$ cat config.mk
export PLATFORM = sky130hd
export DESIGN_NAME = mem_arbiter
export DESIGN_NICKNAME = d
export VERILOG_FILES = /design/src/rtl/mem_arbiter.sv
export SDC_FILE = /design/constraint.sdc
export NUM_CORES = 1
export LEC_CHECK = 0
export ABC_AREA = 0
export BUFFER_PORTS_ARGS = -buffer_cell sky130_fd_sc_hd__buf_2
export CAP_MARGIN = 5
export CORE_MARGIN = 2
export CORE_UTILIZATION = 30
export CTS_CLUSTER_DIAMETER = 120
export CTS_CLUSTER_SIZE = 25
export DETAILED_ROUTE_END_ITERATION = 16
export PLACE_DENSITY_LB_ADDON = 0.05
export REMOVE_ABC_BUFFERS = 1
export SLEW_MARGIN = 20
export SYNTH_ARGS = -nofsm -noshare
export SYNTH_HDL_FRONTEND = slang
export SYNTH_SLANG_ARGS = --single-unit
export TNS_END_PERCENT = 50
$ cat constraint.sdc
create_clock -name clk -period 2.5 [get_ports clk]
set_clock_uncertainty 0.1 [all_clocks]
set_input_delay 0.5 -clock clk [delete_from_list [all_inputs] [get_ports clk]]
set_output_delay 0.5 -clock clk [all_outputs]
set_load 0.01 [all_outputs]
$ cat src/rtl/mem_arbiter.sv
// Two-port arbiter in front of a single-port synchronous memory with 1-cycle read latency.
// Port 0 has fixed priority; port 1 is guaranteed a slot after STARVE_LIMIT denied cycles.
module mem_arbiter #(
  parameter int AWIDTH       = 16,
  parameter int DWIDTH       = 16,
  parameter int STARVE_LIMIT = 8,
  parameter int CWIDTH       = 4
) (
  input  logic              clk,
  input  logic              reset,
  input  logic              p0_req_i,
  input  logic              p0_we_i,
  input  logic [AWIDTH-1:0] p0_addr_i,
  input  logic [DWIDTH-1:0] p0_wdata_i,
  output logic              p0_gnt_o,
  output logic              p0_rvalid_o,
  output logic [DWIDTH-1:0] p0_rdata_o,
  input  logic              p1_req_i,
  input  logic              p1_we_i,
  input  logic [AWIDTH-1:0] p1_addr_i,
  input  logic [DWIDTH-1:0] p1_wdata_i,
  output logic              p1_gnt_o,
  output logic              p1_rvalid_o,
  output logic [DWIDTH-1:0] p1_rdata_o,
  output logic [AWIDTH-1:0] mem_raddr_o,
  input  logic [DWIDTH-1:0] mem_rdata_i,
  output logic [AWIDTH-1:0] mem_waddr_o,
  output logic [DWIDTH-1:0] mem_wdata_o,
  output logic              mem_wr_o,
  output logic              mem_rd_o
);

  localparam logic [CWIDTH-1:0] LIMIT  = CWIDTH'(STARVE_LIMIT);
  localparam logic              OVR_EN = (STARVE_LIMIT != 0);

  logic [CWIDTH-1:0] starve_cnt_q, starve_cnt_d;
  logic              rd_pend_q, rd_pend_d;
  logic              rd_port_q, rd_port_d;
  logic              p1_win;
  logic              any_gnt;
  logic              gnt_we;

  always_comb begin
    p1_win      = p1_req_i & (~p0_req_i | (OVR_EN & (starve_cnt_q == LIMIT)));
    p1_gnt_o    = ~reset & p1_win;
    p0_gnt_o    = ~reset & p0_req_i & ~p1_win;
    any_gnt     = p0_gnt_o | p1_gnt_o;

    // Port 0 values pass through whenever port 1 is not granted.
    gnt_we      = p1_gnt_o ? p1_we_i    : p0_we_i;
    mem_raddr_o = p1_gnt_o ? p1_addr_i  : p0_addr_i;
    mem_waddr_o = p1_gnt_o ? p1_addr_i  : p0_addr_i;
    mem_wdata_o = p1_gnt_o ? p1_wdata_i : p0_wdata_i;
    mem_wr_o    = any_gnt & gnt_we;
    mem_rd_o    = any_gnt & ~gnt_we;

    starve_cnt_d = starve_cnt_q;
    if (reset || p1_gnt_o || !p1_req_i) begin
      starve_cnt_d = '0;
    end else if (starve_cnt_q != LIMIT) begin
      starve_cnt_d = starve_cnt_q + CWIDTH'(1);
    end

    rd_pend_d   = mem_rd_o;
    rd_port_d   = p1_gnt_o;

    // Gating with reset drops a read that was in flight when reset arrived.
    p0_rvalid_o = ~reset & rd_pend_q & ~rd_port_q;
    p1_rvalid_o = ~reset & rd_pend_q &  rd_port_q;
    p0_rdata_o  = mem_rdata_i;
    p1_rdata_o  = mem_rdata_i;
  end

  always_ff @(posedge clk) begin
    if (reset) begin
      starve_cnt_q <= '0;
      rd_pend_q    <= 1'b0;
      rd_port_q    <= 1'b0;
    end else begin
      starve_cnt_q <= starve_cnt_d;
      rd_pend_q    <= rd_pend_d;
      rd_port_q    <= rd_port_d;
    end
  end

endmodule

After elaboration in Yosys (flattened, before gate mapping) --
Cells that the tools add are included.
Cells by class: add/subtract/negate cells 1, eq/ne operators 2, multiplexer cells 3, bitwise operators 16, reductions and logical operators 4
Operators with widths (count):
- $mux W16 | 2
- $and A1 B1 Y1 | 9
- $not A1 Y1 | 5
- $add A4 B1 Y4 const B | 1
- $eq A4 B4 Y1 const B | 1
- $ne A4 B4 Y1 const B | 1
- $logic_or A1 B1 Y1 | 2
- $or A1 B1 Y1 | 2
- $reduce_or A2 Y1 | 1
- $logic_not A1 Y1 | 1
- $mux W1 | 1
Storage, ports and cells: register bits after elaboration 6, input bits 86, output and inout bits 86, word-level logic and storage cells 29

Longest topological paths before layout --
word-level depth 7, depth in mapped cells 7, gate-level depth less buffers 5

Worst setup path before layout --
Ideal clock, no wire load.
path type input port to output port, start in reset, end out mem_waddr_o[0], data arrival time 1.638 ns, required time 1.900 ns, setup slack 0.262 ns, stages 5, buffers on the path 2, cells stage by stage nand2b_1 > a21oi_4 > buf_8 > mux2_4 > buf_4
Between the ends: cells in the longest elaborated chain, start to end 3
Ends and longest elaborated chain:
- start: declaration | RTL line 10 | input logic reset,
- $not A1 Y1 | RTL line 45 | p1_gnt_o = ~reset & p1_win;
- $and A1 B1 Y1 | RTL line 45
- $mux W16
- end: declaration | RTL line 27 | output logic [AWIDTH-1:0] mem_waddr_o,
No other way between the ends.

Final worst setup path --
start reg starve_cnt_q[0], end out mem_waddr_o[4]
Between the ends: cells in the longest elaborated chain, start to end 5
Ends and longest elaborated chain:
- start: declaration | RTL line 36 | logic [CWIDTH-1:0] starve_cnt_q, starve_cnt_d;
- start signal: assignment | RTL line 80 | starve_cnt_q <= starve_cnt_d;
- $eq A4 B4 Y1 | RTL line 44 | p1_win = p1_req_i & (~p0_req_i | (OVR_EN & (starve_cnt_q == LIMIT)));
- $or A1 B1 Y1 | RTL line 44
- $and A1 B1 Y1 | RTL line 44
- $and A1 B1 Y1 | RTL line 45
- $mux W16 | RTL line 52 | mem_waddr_o = p1_gnt_o ? p1_addr_i : p0_addr_i;
No other way between the ends.

==> summary.md <==
| Metric | Value |
|---|---|
| NetSw | 0.000144 W |
| Maxcap violations | 0 |
| Iteration-0 DRC Markers | 14 |
| Post-synth top area cell | mux2_4 |
| Worst Hold Endpoint | starve_cnt_q[0] |
| Status | finished, final reports clean |
| Commonest non-fill, non-tap cell in the layout | buf_2 |
| Post-synthesis mux area share | 38.6% |
| Final Hold Viols | 0 |
| Area of the mapped netlist | 1180 sq um |
| Die height | 66.8 microns |
| Switch share | 29.2% |
| Row cnt | 22 |
| Die area | 4470 sq um |
| Die Span X | 66.8 microns |
| Core Util, Final | 44.1% |
| Final net count | 288 |
| Peak VDD IR | 0.114 mV |
| Maximum fanout along the worst path | 5 |
| Flop2flop setup slack | 0.91 ns |
| Worst-margin pin slew | 0.301 ns |
| Clk_lat worst skew | 0.22 ns |
| Setup crit end kind | output pin |
| Setup_tns | 0 ns |
| Critical path class | reg -> out |
| Int Pwr | 0.000350 W |
| Pwr Total | 0.000494 W |
| Combinational family with the most area after synthesis | multiplexers |
| P_leak | 0.916 nW |
| Post-synthesis adder-cell area fraction | 2.11% |
| R2R cell count | 5 |
| Synth area leaders | mux2_4 33%, buf_4 30%, dfxtp_1 10% |
| Seq/Total Area, Yosys | 10.1% |
| Seq. cell area | 121 sq um |
| Setup crit start kind | register |
| Synth unique cells | 20 |
| Worst EP required | 1.90 ns |
| Synth Area in Simple Gates | 7.39% |
| Post-Synthesis Cells | 116 |
| Combinational Power Share | 50.8% |
| Fin cells | 246 |
| Worst EP arrival | 1.82 ns |
| Clock transition at the registers of the reported paths | 0.03 ns |
| Clock sink total | 6 |
| TritonCTS clock tree | done |
| Power density over the cells | 302 nW/um^2 |
| H-tree levels | 1 |
| Average size of a mapped cell | 10.2 sq um |
| Final setup viols | 0 |
| Worst Hold Launch | starve_cnt_q[0] |
| CTS Root Cell | clkbuf_8 |
| DR pass1 iterations | 4 |
| Worst flop-to-flop path startpoint | starve_cnt_q[1] |
| Fin crit share | 96.9% |
| Post-Synth XOR/XNOR Area | 1.48% |
| Core box area | 3720 sq um |
| Synth Area in Compound Gates | 4.44% |
| Average wire per standard cell | 16.0 microns |
| Drt drc | 0 |
| Area growth from synthesis to layout | 38.2% |
| Largest net degree at the start of global routing | 37 |
| GPL Wtd Cong | 0.724 |
| Grt ovf | 0 |
| Global-route wire length before repair | 4580 microns |
| Commonest cells after routing, fill and taps aside | 123 x buf_2, 26 x mux2_4, 6 x mux2_2 |
| HP Class | reg -> reg |
| Io pins | 172 |
| Max Slew Vio Count | 0 |
| ANT cells | 0 |
| Fillers | 374 |
| Multi-input gate area | 653 sq um |
| Minimum clock period | 2.42 ns |
| Drt via density | 4.44 |
| Worst R2R End | starve_cnt_q[0] |
| Initial antenna violation count | 0 |
| IO Port Bufs | 123 |
| Synth warn | 0 |
| Synth top area share | 32.9% |
| Total track usage | 14.0% |
| Hold depth | 1 |
| Initial Util | 31.9% |
| Reg power frac | 20.3% |
| Number of global-route vias before repair | 929 |
| Antenna-violating nets left | 0 |
| Number of CTS-inserted buffers | 3 |
| Fmax | 413 MHz |
| Max clock buf depth | 2 |
| Cells after DPL | 237 |
| Unrepaired setup endpoints after global routing | no |
| DRT Wirelength | 3930 microns |
| Seq cells post-synth | 6 |
| Vias | 1,093 |
| Share of layout cells above drive strength 1 | 86.4% |
| Rel. slew slack | 80.0% |
| Clock power share | 28.9% |
==> sequential cells by signal, indices dropped and copies added (netlist names) <==
name          cells
starve_cnt_q      4
rd_port_q         1
rd_pend_q         1
==> cell families after synthesis <==
| logic type | count (synthesis) |
|---|---|
| buffers and inverters | 56 |
| muxes | 32 |
| xor gates and xnor gates | 2 |
| AOI/OAI and AO/OA | 6 |
| adders and majority gates | 2 |
| and+or+nand+nor | 12 |
| DFF | 6 |
==> layer usage <==
layer / wire, microns / track usage [%] / part of all wire, % / vias up
met1: 1450 / 16.3 / 37 / 497
met5: 0 / 0 / 0 / -
met2: 1990 / 23.0 / 50 / 88
met3: 492 / 7.43 / 13 / 0
li1: - / - / - / 508
met4: 0 / 2.30 / 0 / 0
==> final cells by class <==
class	count	area share, %
Timing Repair Buffer	130	45.4
Clock buffer	3	2.52
Sequential cell	6	7.41
Inverter	5	1.15
Multi-Input combinational cell	54	39.9
Tap cell	48	3.67
==> worst max-delay path by stage <==
stage                                from         endpoint  slack [ns]  depth (start not counted)
after floorplan                     reset  mem_raddr_o[15]       -0.17                          3
after global placement              reset  mem_waddr_o[15]        0.16                          6
after detailed placement            reset  mem_waddr_o[15]        0.14                          6
after CTS                 starve_cnt_q[0]  mem_waddr_o[15]        0.01                          7
after global routing      starve_cnt_q[0]  mem_raddr_o[11]        0.01                          8
final                     starve_cnt_q[0]   mem_waddr_o[4]        0.08                          8
==> through the flow <==
step	hold WS [ns]	cell area [sq um]	setup slack [ns]
floorplan	0.330	779	-0.168
finish	0.328	1640	0.0784
global placement	0.350	1480	0.162
detailed placement	0.358	1480	0.142
CTS	0.366	1520	0.0119
global route	0.371	1640	0.00991
==> worst max-delay path: stages (launching register included) <==
cell	delay [ns]
dfxtp_2	0.32
inv_1	0.09
ha_4	0.15
nand3b_4	0.08
a21oi_4	0.20
buf_12	0.16
clkbuf_16	0.15
mux2_4	0.30
buf_2	0.14
==> synth_stat cells, drive strengths merged <==
cell type,count
dfxtp,6
a22o,3
or3b,1
nand3,1
mux2,32
ha,2
nor3b,1
a21oi,3
nor2,4
nand2b,2
and3b,2
xor2,1
buf,51
inv,5
xnor2,1
nand3b,1
==> timing repair <==
item	4_1_cts	5_1_grt
hold buffers	0	0
gates resized for setup	0	4
buffers inserted	0	1
hold endpoints to repair	0	0
endpoints found under the setup margin	0	48
==> power by group through the flow <==
stage / clock network, W / registers [W] / logic (W)
global route: 0.000156 / 0.000101 / 0.000271
CTS: 0.000149 / 0.000100 / 0.000237
detailed placement: 0 / 0.000102 / 0.000236
floorplan: 0 / 0.000101 / 0.000118
finish: 0.000143 / 0.000100 / 0.000251
global placement: 0 / 0.000102 / 0.000234
No activity file was read; power rests on OpenSTA's default activity.
